## src/rtl/divider_4_bit_pkg.sv

```systemverilog
// Shared constants for the 4-bit restoring divider.
//   WIDTH      : operand/result width in bits
//   ITER_COUNT : restoring steps per division (one per quotient bit)
//   St*        : FSM state encoding
package divider_4_bit_pkg;

  localparam int unsigned WIDTH      = 4;
  localparam int unsigned ITER_COUNT = WIDTH;

  typedef logic [1:0] state_t;

  localparam state_t StIdle = 2'd0;
  localparam state_t StRun  = 2'd1;
  localparam state_t StDone = 2'd2;

endpackage

```

## src/rtl/divider_4_bit_subtractor_5_bit.sv

```systemverilog
// Ripple-carry subtractor used for the divider's trial subtraction.
// Computes a - b as a + ~b + 1 through a chain of full adders.
//   a_i      : minuend
//   b_i      : subtrahend
//   diff_o   : a - b (modulo 2^Width)
//   borrow_o : high when b > a (inverse of the final carry out)
module subtractor_5_bit #(
  parameter int unsigned Width = 5
) (
  input  logic [Width-1:0] a_i,
  input  logic [Width-1:0] b_i,
  output logic [Width-1:0] diff_o,
  output logic             borrow_o
);

  logic [Width-1:0] b_n;
  logic             carry;

  assign b_n = ~b_i;

  always_comb begin
    diff_o = '0;
    carry  = 1'b1;
    for (int i = 0; i < Width; i++) begin
      diff_o[i] = a_i[i] ^ b_n[i] ^ carry;
      carry     = (a_i[i] & b_n[i]) | (carry & (a_i[i] ^ b_n[i]));
    end
    borrow_o = ~carry;
  end

endmodule

```

## src/rtl/divider_4_bit.sv

```systemverilog
// Multi-cycle unsigned restoring divider, one quotient bit per clock, MSB first.
//   clk, reset    : clock and asynchronous active-high reset
//   start         : request a division (ignored while busy)
//   dividend      : numerator, captured with start
//   divisor       : denominator, captured with start
//   busy          : division in progress
//   done          : one-cycle pulse, results valid
//   quotient      : result quotient (held until next accepted start)
//   remainder     : result remainder (held until next accepted start)
//   div_by_zero   : captured divisor was zero
module divider_4_bit #(
  parameter int unsigned WIDTH = divider_4_bit_pkg::WIDTH
) (
  input  logic             clk,
  input  logic             reset,
  input  logic             start,
  input  logic [WIDTH-1:0] dividend,
  input  logic [WIDTH-1:0] divisor,
  output logic             busy,
  output logic             done,
  output logic [WIDTH-1:0] quotient,
  output logic [WIDTH-1:0] remainder,
  output logic             div_by_zero
);
  import divider_4_bit_pkg::*;

  localparam int unsigned CntW    = (ITER_COUNT > 1) ? $clog2(ITER_COUNT) : 1;
  localparam logic [CntW-1:0] CntLoad = CntW'(ITER_COUNT - 1);

  state_t           state_q, state_d;
  logic [WIDTH-1:0] dvd_q, dvd_d;    // dividend, shifted out MSB-first
  logic [WIDTH-1:0] dvs_q, dvs_d;
  logic [WIDTH-1:0] quo_q, quo_d;
  logic [WIDTH:0]   rem_q, rem_d;    // partial remainder, one bit wider than operands
  logic [CntW-1:0]  cnt_q, cnt_d;
  logic             dbz_q, dbz_d;

  logic [WIDTH:0]   trial_a, trial_b, trial_diff;
  logic             trial_borrow;

  // Shift partial remainder left and bring in the next dividend bit.
  assign trial_a = (rem_q << 1) | {{WIDTH{1'b0}}, dvd_q[WIDTH-1]};
  assign trial_b = {1'b0, dvs_q};

  subtractor_5_bit #(
    .Width (WIDTH + 1)
  ) u_sub (
    .a_i      (trial_a),
    .b_i      (trial_b),
    .diff_o   (trial_diff),
    .borrow_o (trial_borrow)
  );

  always_comb begin
    state_d = state_q;
    dvd_d   = dvd_q;
    dvs_d   = dvs_q;
    quo_d   = quo_q;
    rem_d   = rem_q;
    cnt_d   = cnt_q;
    dbz_d   = dbz_q;

    unique case (state_q)
      // DONE accepts a new start exactly like IDLE, giving back-to-back divisions.
      StIdle, StDone: begin
        state_d = StIdle;
        if (start) begin
          if (divisor == '0) begin
            state_d = StDone;
            quo_d   = '1;
            rem_d   = {1'b0, dividend};
            dbz_d   = 1'b1;
          end else begin
            state_d = StRun;
            dvd_d   = dividend;
            dvs_d   = divisor;
            quo_d   = '0;
            rem_d   = '0;
            cnt_d   = CntLoad;
            dbz_d   = 1'b0;
          end
        end
      end

      StRun: begin
        dvd_d = {dvd_q[WIDTH-2:0], 1'b0};
        quo_d = {quo_q[WIDTH-2:0], ~trial_borrow};
        // Restoring step: keep the shifted value when the subtraction went negative.
        rem_d = trial_borrow ? trial_a : trial_diff;
        cnt_d = cnt_q - 1'b1;
        if (cnt_q == '0) begin
          state_d = StDone;
        end
      end

      default: state_d = StIdle;
    endcase
  end

  always_ff @(posedge clk or posedge reset) begin
    if (reset) begin
      state_q <= StIdle;
      dvd_q   <= '0;
      dvs_q   <= '0;
      quo_q   <= '0;
      rem_q   <= '0;
      cnt_q   <= '0;
      dbz_q   <= 1'b0;
    end else begin
      state_q <= state_d;
      dvd_q   <= dvd_d;
      dvs_q   <= dvs_d;
      quo_q   <= quo_d;
      rem_q   <= rem_d;
      cnt_q   <= cnt_d;
      dbz_q   <= dbz_d;
    end
  end

  assign busy        = (state_q == StRun);
  assign done        = (state_q == StDone);
  assign quotient    = quo_q;
  assign remainder   = rem_q[WIDTH-1:0];
  assign div_by_zero = dbz_q;

endmodule

```

## config.mk

```make
export PLATFORM = sky130hd
export DESIGN_NAME = divider_4_bit
export DESIGN_NICKNAME = d
export VERILOG_FILES = /design/src/rtl/divider_4_bit_pkg.sv /design/src/rtl/divider_4_bit_subtractor_5_bit.sv /design/src/rtl/divider_4_bit.sv
export SDC_FILE = /design/constraint.sdc
export NUM_CORES = 1
export LEC_CHECK = 0
export ABC_AREA = 1
export CAP_MARGIN = 25
export CORE_ASPECT_RATIO = 0.9
export CORE_MARGIN = 4
export CORE_UTILIZATION = 28
export CTS_BUF_LIST = sky130_fd_sc_hd__clkbuf_16
export DETAILED_ROUTE_END_ITERATION = 6
export PLACE_DENSITY = 0.57
export SYNTH_ARGS = -nofsm -noshare
export SYNTH_HDL_FRONTEND = slang
export SYNTH_SLANG_ARGS = --single-unit
```

## constraint.sdc

```tcl
create_clock -name clk -period 5.49 [get_ports clk]
set_clock_uncertainty 0.2 [all_clocks]
set_input_delay 0.8235 -clock clk [delete_from_list [all_inputs] [get_ports clk]]
set_output_delay 0.8235 -clock clk [all_outputs]
set_load 0.1 [all_outputs]
```

==> impl_metrics.yaml, run 1 <==
synth:
  synth_top_cell_by_area: "sky130_fd_sc_hd__dfrtp_1"
  ys_warn_count: 0
  synth.cell_area_um2: 1200
  synth-seq-area-share_pct: 43.8
  yosys.cell_types.count: 17
  synth_top_cell_area_share_pct: 43.8
  mappedNetlistNets: 178
  post_synth_inst_count: 162
  netlist_top_cells_area: "sky130_fd_sc_hd__dfrtp_1 (44%), sky130_fd_sc_hd__nand2_1 (25%), sky130_fd_sc_hd__inv_1 (6.3%)"
  postSynthAreaPerCell_um2: 7.40
  yosys_register_bits: 21
worst_setup_path:
  worstPathBufferInverterCount: 2
  worstPathCellList: "inv_2 -> nor2_4 -> clkdlybuf4s50_1"
  cp.arrival_ns: 2.27
  critPathMaxFanout: 14
  critical_path.endpoint_type: "primary output"
  cp_slowest_cell: "sky130_fd_sc_hd__clkdlybuf4s50_1"
  worst_setup_path_start_kind: "flop"
  required_ns: 4.47
  worst-setup-path-type: "reg2out"
  timing.critical_path.from: "state_q[0]"
  cp_delay_by_family_top: "buffers and inverters"
  rr_startpoint: "dvd_q[3]"
  timing.critical_path.slowest_cell_delay_ns: 1.22
placed_design:
  postPlaceCellArea_um2: 1440
  dpl.hpwl_um: 1970
  place.port_buffers: 21
  pre_cts_slack_ns: 2.50
  gp_congestion: 0.743
detailed_routing:
  wirelength_um: 2550
  num_vias: 1003
  drt_iter0_drc: 50
  drtAntennaViolNets: 0
  routedWlPerCell_um: 11.0
  drc: 0
  drt-vias-per-instance: 4.32
  first_pass_iters: 4
timing:
  setup_repair_after_global_routing_missed_its_margin: "no"
  hold_viol_final: 0
  slew_viol_final: 0
  fin_hold_ws_ns: 0.280
  fmax_ghz: 0.304
  slew_headroom_pct: 34.3
  fin_ws_ns: 2.20
  final.setup.tns_ns: 0
  worst_slew_pin_slew_ns: 0.983
  timing.final.crit_period_ns: 3.29
  post-route-period-util_pct: 59.9
  finalSetupViolations: 0
clock_network:
  cts.sinks: 21
  ctsRootBufferMaster: "sky130_fd_sc_hd__clkbuf_16"
  cts_inserted_buffers: 3
  cts_max_path_buffers: 2
  post_cts_hold_buffer_count: 0
  clkLatencyLatePin_ns: 0.25
  post-cts-setup-buffers: 0
  clock_tree_from_tritoncts: "built"
  post_cts_resized: 0
  clk_transition_reported_paths_ns: 0.05
  cts_htree_levels: 1
global_route:
  global_route.usage.total_pct: 10.8
  first_global_vias: 1054
  grt-ovfl-total: 0
  antenna_found_initial: 0
  pin_count_of_the_biggest_net_entering_global_routing: 22
  grt_first_pass_wirelength_um: 4750
die:
  floorplan.initialDensity_pct: 29.2
  die_width_um: 77.0
  pin_count: 22
  rows: 22
  die_footprint_um2: 5390
  die_height_um: 70.1
  core_area_um2: 4100
cells_and_area:
  layout.core_utilization_pct: 37.1
  finished_layout_cell_area_um2: 1520
  drive_above_1_share_pct: 6.52
  final_common_cell: "sky130_fd_sc_hd__nand2_1"
  mostFrequentLayoutCells: "sky130_fd_sc_hd__nand2_1 (79), sky130_fd_sc_hd__inv_1 (21), sky130_fd_sc_hd__dfrtp_1 (21), sky130_fd_sc_hd__clkdlybuf4s50_1 (21), sky130_fd_sc_hd__nand3_1 (10)"
  design.final.nets: 201
  nFillCells: 445
  ant_diodes: 0
  area_growth_pct: 26.9
power_and_ir_drop:
  power_density_nw_per_um2: 676
  vdd_ir_drop_max_mv: 0.287
  power.leakage_nw: 0.825
hold_path:
  hp-start: "div_by_zero"
  hold_wc_path_type: "reg2reg"
outcome:
  status: "completed"
run:
  maximum_capacitance_violations: 0
registers in the layout (all words and copies together) (netlist names):
signal / flops
div_by_zero: 1
dvd_q: 4
cnt_q: 2
dvs_q: 4
rem_q: 4
state_q: 2
quotient: 4
synth_stat cells, drive strengths merged:
master  number
nand2       83
inv         24
dfrtp       21
nand3       10
nor2         6
o21ai        5
a21boi       4
buf          3
fa           3
ha           2
a21oi        1
final cells by class:
cell class                 instances  area [um^2]  area share [%]
tap                               48         60.1            3.95
clock inverter                     1         3.75           0.247
clock buffer                       3         75.1            4.93
inverter                          24         90.1            5.92
timing repair buffer              21          210            13.8
sequential                        21          526            34.5
multi-input combinational        114          557            36.6
tightest hold or removal path, delay by kind of cell, from the launching register on:
family	cells	cell delay, ns
AND/OR/NAND/NOR	2	0.10
flip-flops	1	0.34
cell families after synthesis:
kind of cell             Yosys count  share of synthesized area [%]
flip-flops                        21                           43.8
buffers and inverters             27                           9.71
AND/OR/NAND/NOR                   99                           34.3
AO/OA/AOI/OAI                     10                           5.01
adder cells (fa/ha/maj)            5                           7.10
layer usage:
layer | wire length (um) | GRT usage (%) | vias to the layer above
li1 | - | - | 527
met1 | 1300 | 14.6 | 458
met2 | 1100 | 16.6 | 16
met3 | 120 | 3.74 | 2
met4 | 19 | 2.41 | 0
met5 | 0 | 0 | -
report_power, final:
part           leakage [nW]  internal (mW)  switching (mW)
sequential            0.268          0.220          0.0461
clock                0.0423         0.0970          0.0539
combinational         0.515          0.171           0.440
worst paths after layout:
path / end / slack, ns / depth (start not counted)
setup / recovery: busy / 2.20 / 3
hold / removal: div_by_zero / 0.28 / 2
setup reg to reg: rem_q[3] / 2.99 / 12
hold reg to reg: div_by_zero / 0.28 / 2
max in group asynchronous: dvs_q[0] / 3.76 / 2
min in group asynchronous: quotient[1] / 0.83 / 2
stage by stage:
| stage | std cells | power [mW] |
|---|---|---|
| 3_3_place_gp | 228 | 0.877 |
| 5_1_grt | 232 | 1.13 |
| 6_report | 232 | 1.03 |
| 2_1_floorplan | 162 | 0.757 |
| 3_5_place_dp | 228 | 0.886 |
| 4_1_cts | 232 | 1.05 |
Power figures use the tool's default switching activity.
==> run 2: changes to the inputs <==
--- a/config.mk
+++ b/config.mk
@@ -12,7 +12,7 @@
 export CORE_UTILIZATION = 28
 export CTS_BUF_LIST = sky130_fd_sc_hd__clkbuf_16
 export DETAILED_ROUTE_END_ITERATION = 6
-export PLACE_DENSITY = 0.57
+export PLACE_DENSITY = 0.59
 export SYNTH_ARGS = -nofsm -noshare
 export SYNTH_HDL_FRONTEND = slang
 export SYNTH_SLANG_ARGS = --single-unit
==> constraint.sdc (replaced) <==
create_clock -name clk -period 2.9 [get_ports clk]
set_clock_uncertainty 0.2 [all_clocks]
set_input_delay 0.435 -clock clk [delete_from_list [all_inputs] [get_ports clk]]
set_output_delay 0.435 -clock clk [all_outputs]
set_load 0.1 [all_outputs]
==> run 2 against run 1 <==
Routed wire length increased by 0.35%. Die area unchanged. Worst hold slack got worse by 0.0019 ns. Register-to-register slack got worse by 2.5 ns. Non-clock buffer count increased by 1. Count of clock-buffer cells in the layout unchanged. Critical endpoint is now rem_q[3]. Largest cell class unchanged.
==> impl_metrics.yaml, run 2 (synthesis results as in run 1) <==
outcome:
  status: "completed"
detailed_routing:
  drtAntennaViolNets: 0
  drt_iter0_drc: 44
  wirelength_um: 2560
  drc: 0
  routedWlPerCell_um: 11.0
  drt-vias-per-instance: 4.28
  num_vias: 998
  first_pass_iters: 4
die:
  pin_count: 22
  rows: 22
  core_area_um2: 4100
  die_width_um: 77.0
  die_footprint_um2: 5390
  die_height_um: 70.1
  floorplan.initialDensity_pct: 29.2
global_route:
  grt-ovfl-total: 0
  global_route.usage.total_pct: 10.2
  grt_first_pass_wirelength_um: 4490
  first_global_vias: 999
  antenna_found_initial: 0
  pin_count_of_the_biggest_net_entering_global_routing: 16
placed_design:
  postPlaceCellArea_um2: 1420
  dpl.hpwl_um: 1910
  place.port_buffers: 21
  gp_congestion: 0.766
clock_network:
  clock_tree_from_tritoncts: "built"
  post_cts_hold_buffer_count: 0
  post_cts_resized: 0
  post-cts-setup-buffers: 0
  ctsRootBufferMaster: "sky130_fd_sc_hd__clkbuf_16"
  clkLatencyLatePin_ns: 0.25
  cts_htree_levels: 1
  clk_transition_reported_paths_ns: 0.06
  cts_inserted_buffers: 3
  cts_max_path_buffers: 2
  cts.sinks: 21
timing:
  post-route-period-util_pct: 84.5
  finalSetupViolations: 0
  hold_viol_final: 0
  timing.final.crit_period_ns: 2.45
  slew_headroom_pct: 70.3
  final.setup.tns_ns: 0
  worst_slew_pin_slew_ns: 0.445
  fmax_ghz: 0.408
  setup_repair_after_global_routing_missed_its_margin: "no"
  slew_viol_final: 0
  fin_hold_ws_ns: 0.278
worst_setup_path:
  worst_setup_path_start_kind: "flop"
  cp.arrival_ns: 2.39
  worstPathCellList: "inv_1 -> ha_1 -> fa_1 -> fa_1 -> inv_1 -> fa_1 -> inv_1 -> nand2_1 -> nand3_1 -> nand2_1 -> nand2_1 -> nand2_1"
  timing.critical_path.slowest_cell_delay_ns: 0.40
  cp_slowest_cell: "sky130_fd_sc_hd__fa_1"
  critPathMaxFanout: 2
  critical_path.endpoint_type: "flop"
  path_common_cell: "sky130_fd_sc_hd__nand2_1"
  cp_delay_by_family_top: "adder cells"
  required_ns: 2.84
  worst-setup-path-type: "reg2reg"
  worstPathBufferInverterCount: 3
cells_and_area:
  finished_layout_cell_area_um2: 1500
  mostFrequentLayoutCells: "sky130_fd_sc_hd__nand2_1 (79), sky130_fd_sc_hd__inv_1 (20), sky130_fd_sc_hd__dfrtp_1 (20)"
  final_common_cell: "sky130_fd_sc_hd__nand2_1"
  design.final.nets: 202
  area_growth_pct: 25.5
  nFillCells: 438
  ant_diodes: 0
  drive_above_1_share_pct: 14.1
hold_path:
  hold_wc_path_type: "in2async"
run:
  maximum_capacitance_violations: 0
[run 2: cell count changes in the layout (fill, tap and decap cells not counted), sizes merged]
cell / previous run / this run
buf: 0 / 12
clkdlybuf4s50: 21 / 10
clkinv: 0 / 1
inv: 25 / 24
[run 2: cell type report]
cell class                 instances  area (um^2)  area share [%]
clock inverter                     1         5.00           0.333
clock buffer                       3         75.1            4.99
tap                               48         60.1            3.99
timing repair buffer              22          190            12.6
multi-input combinational        114          557            37.0
inverter                          24         90.1            5.99
sequential                        21          527            35.0
[run 2: worst paths after layout]
path	start	endpoint	slack, ns	cells after the start
setup / recovery	dvd_q[3]	rem_q[3]	0.45	12
hold / removal	reset	dvd_q[2]	0.28	2
setup reg to reg	dvd_q[3]	rem_q[3]	0.45	12
hold reg to reg	quotient[3]	quotient[3]	0.28	2
max in group asynchronous	reset	dvs_q[3]	1.71	3
min in group clk	quotient[3]	quotient[3]	0.28	2
[run 2: stage by stage]
step / worst slack (ns) / instances / util [%]
after floorplan: 0.216 / 162 / -
after global placement: 0.497 / 229 / 34.7
after global routing: 0.305 / 233 / 36.7
after detailed placement: 0.459 / 229 / 34.7
final: 0.451 / 233 / 36.7
after CTS: 0.448 / 233 / 36.7
[run 2: worst register-to-register path: cells and delay by family, from the launching register on]
family                     cells  cell delay [ns]
adders and majority gates      4             1.36
DFF                            1             0.34
and+or+nand+nor                5             0.25
buffers and inverters          3             0.18
[run 2: layer usage]
metal  part of all wire (%)  track usage (%)  wire length (um)
met1                     53             13.5              1350
met2                     43             16.7              1090
met3                    3.8             2.84                96
met4                   0.47             1.81                12
met5                      0                0                 0
Power of run 2 is not shown: default switching activity piles up to over one toggle a cycle in this logic, so the estimate is an artifact.
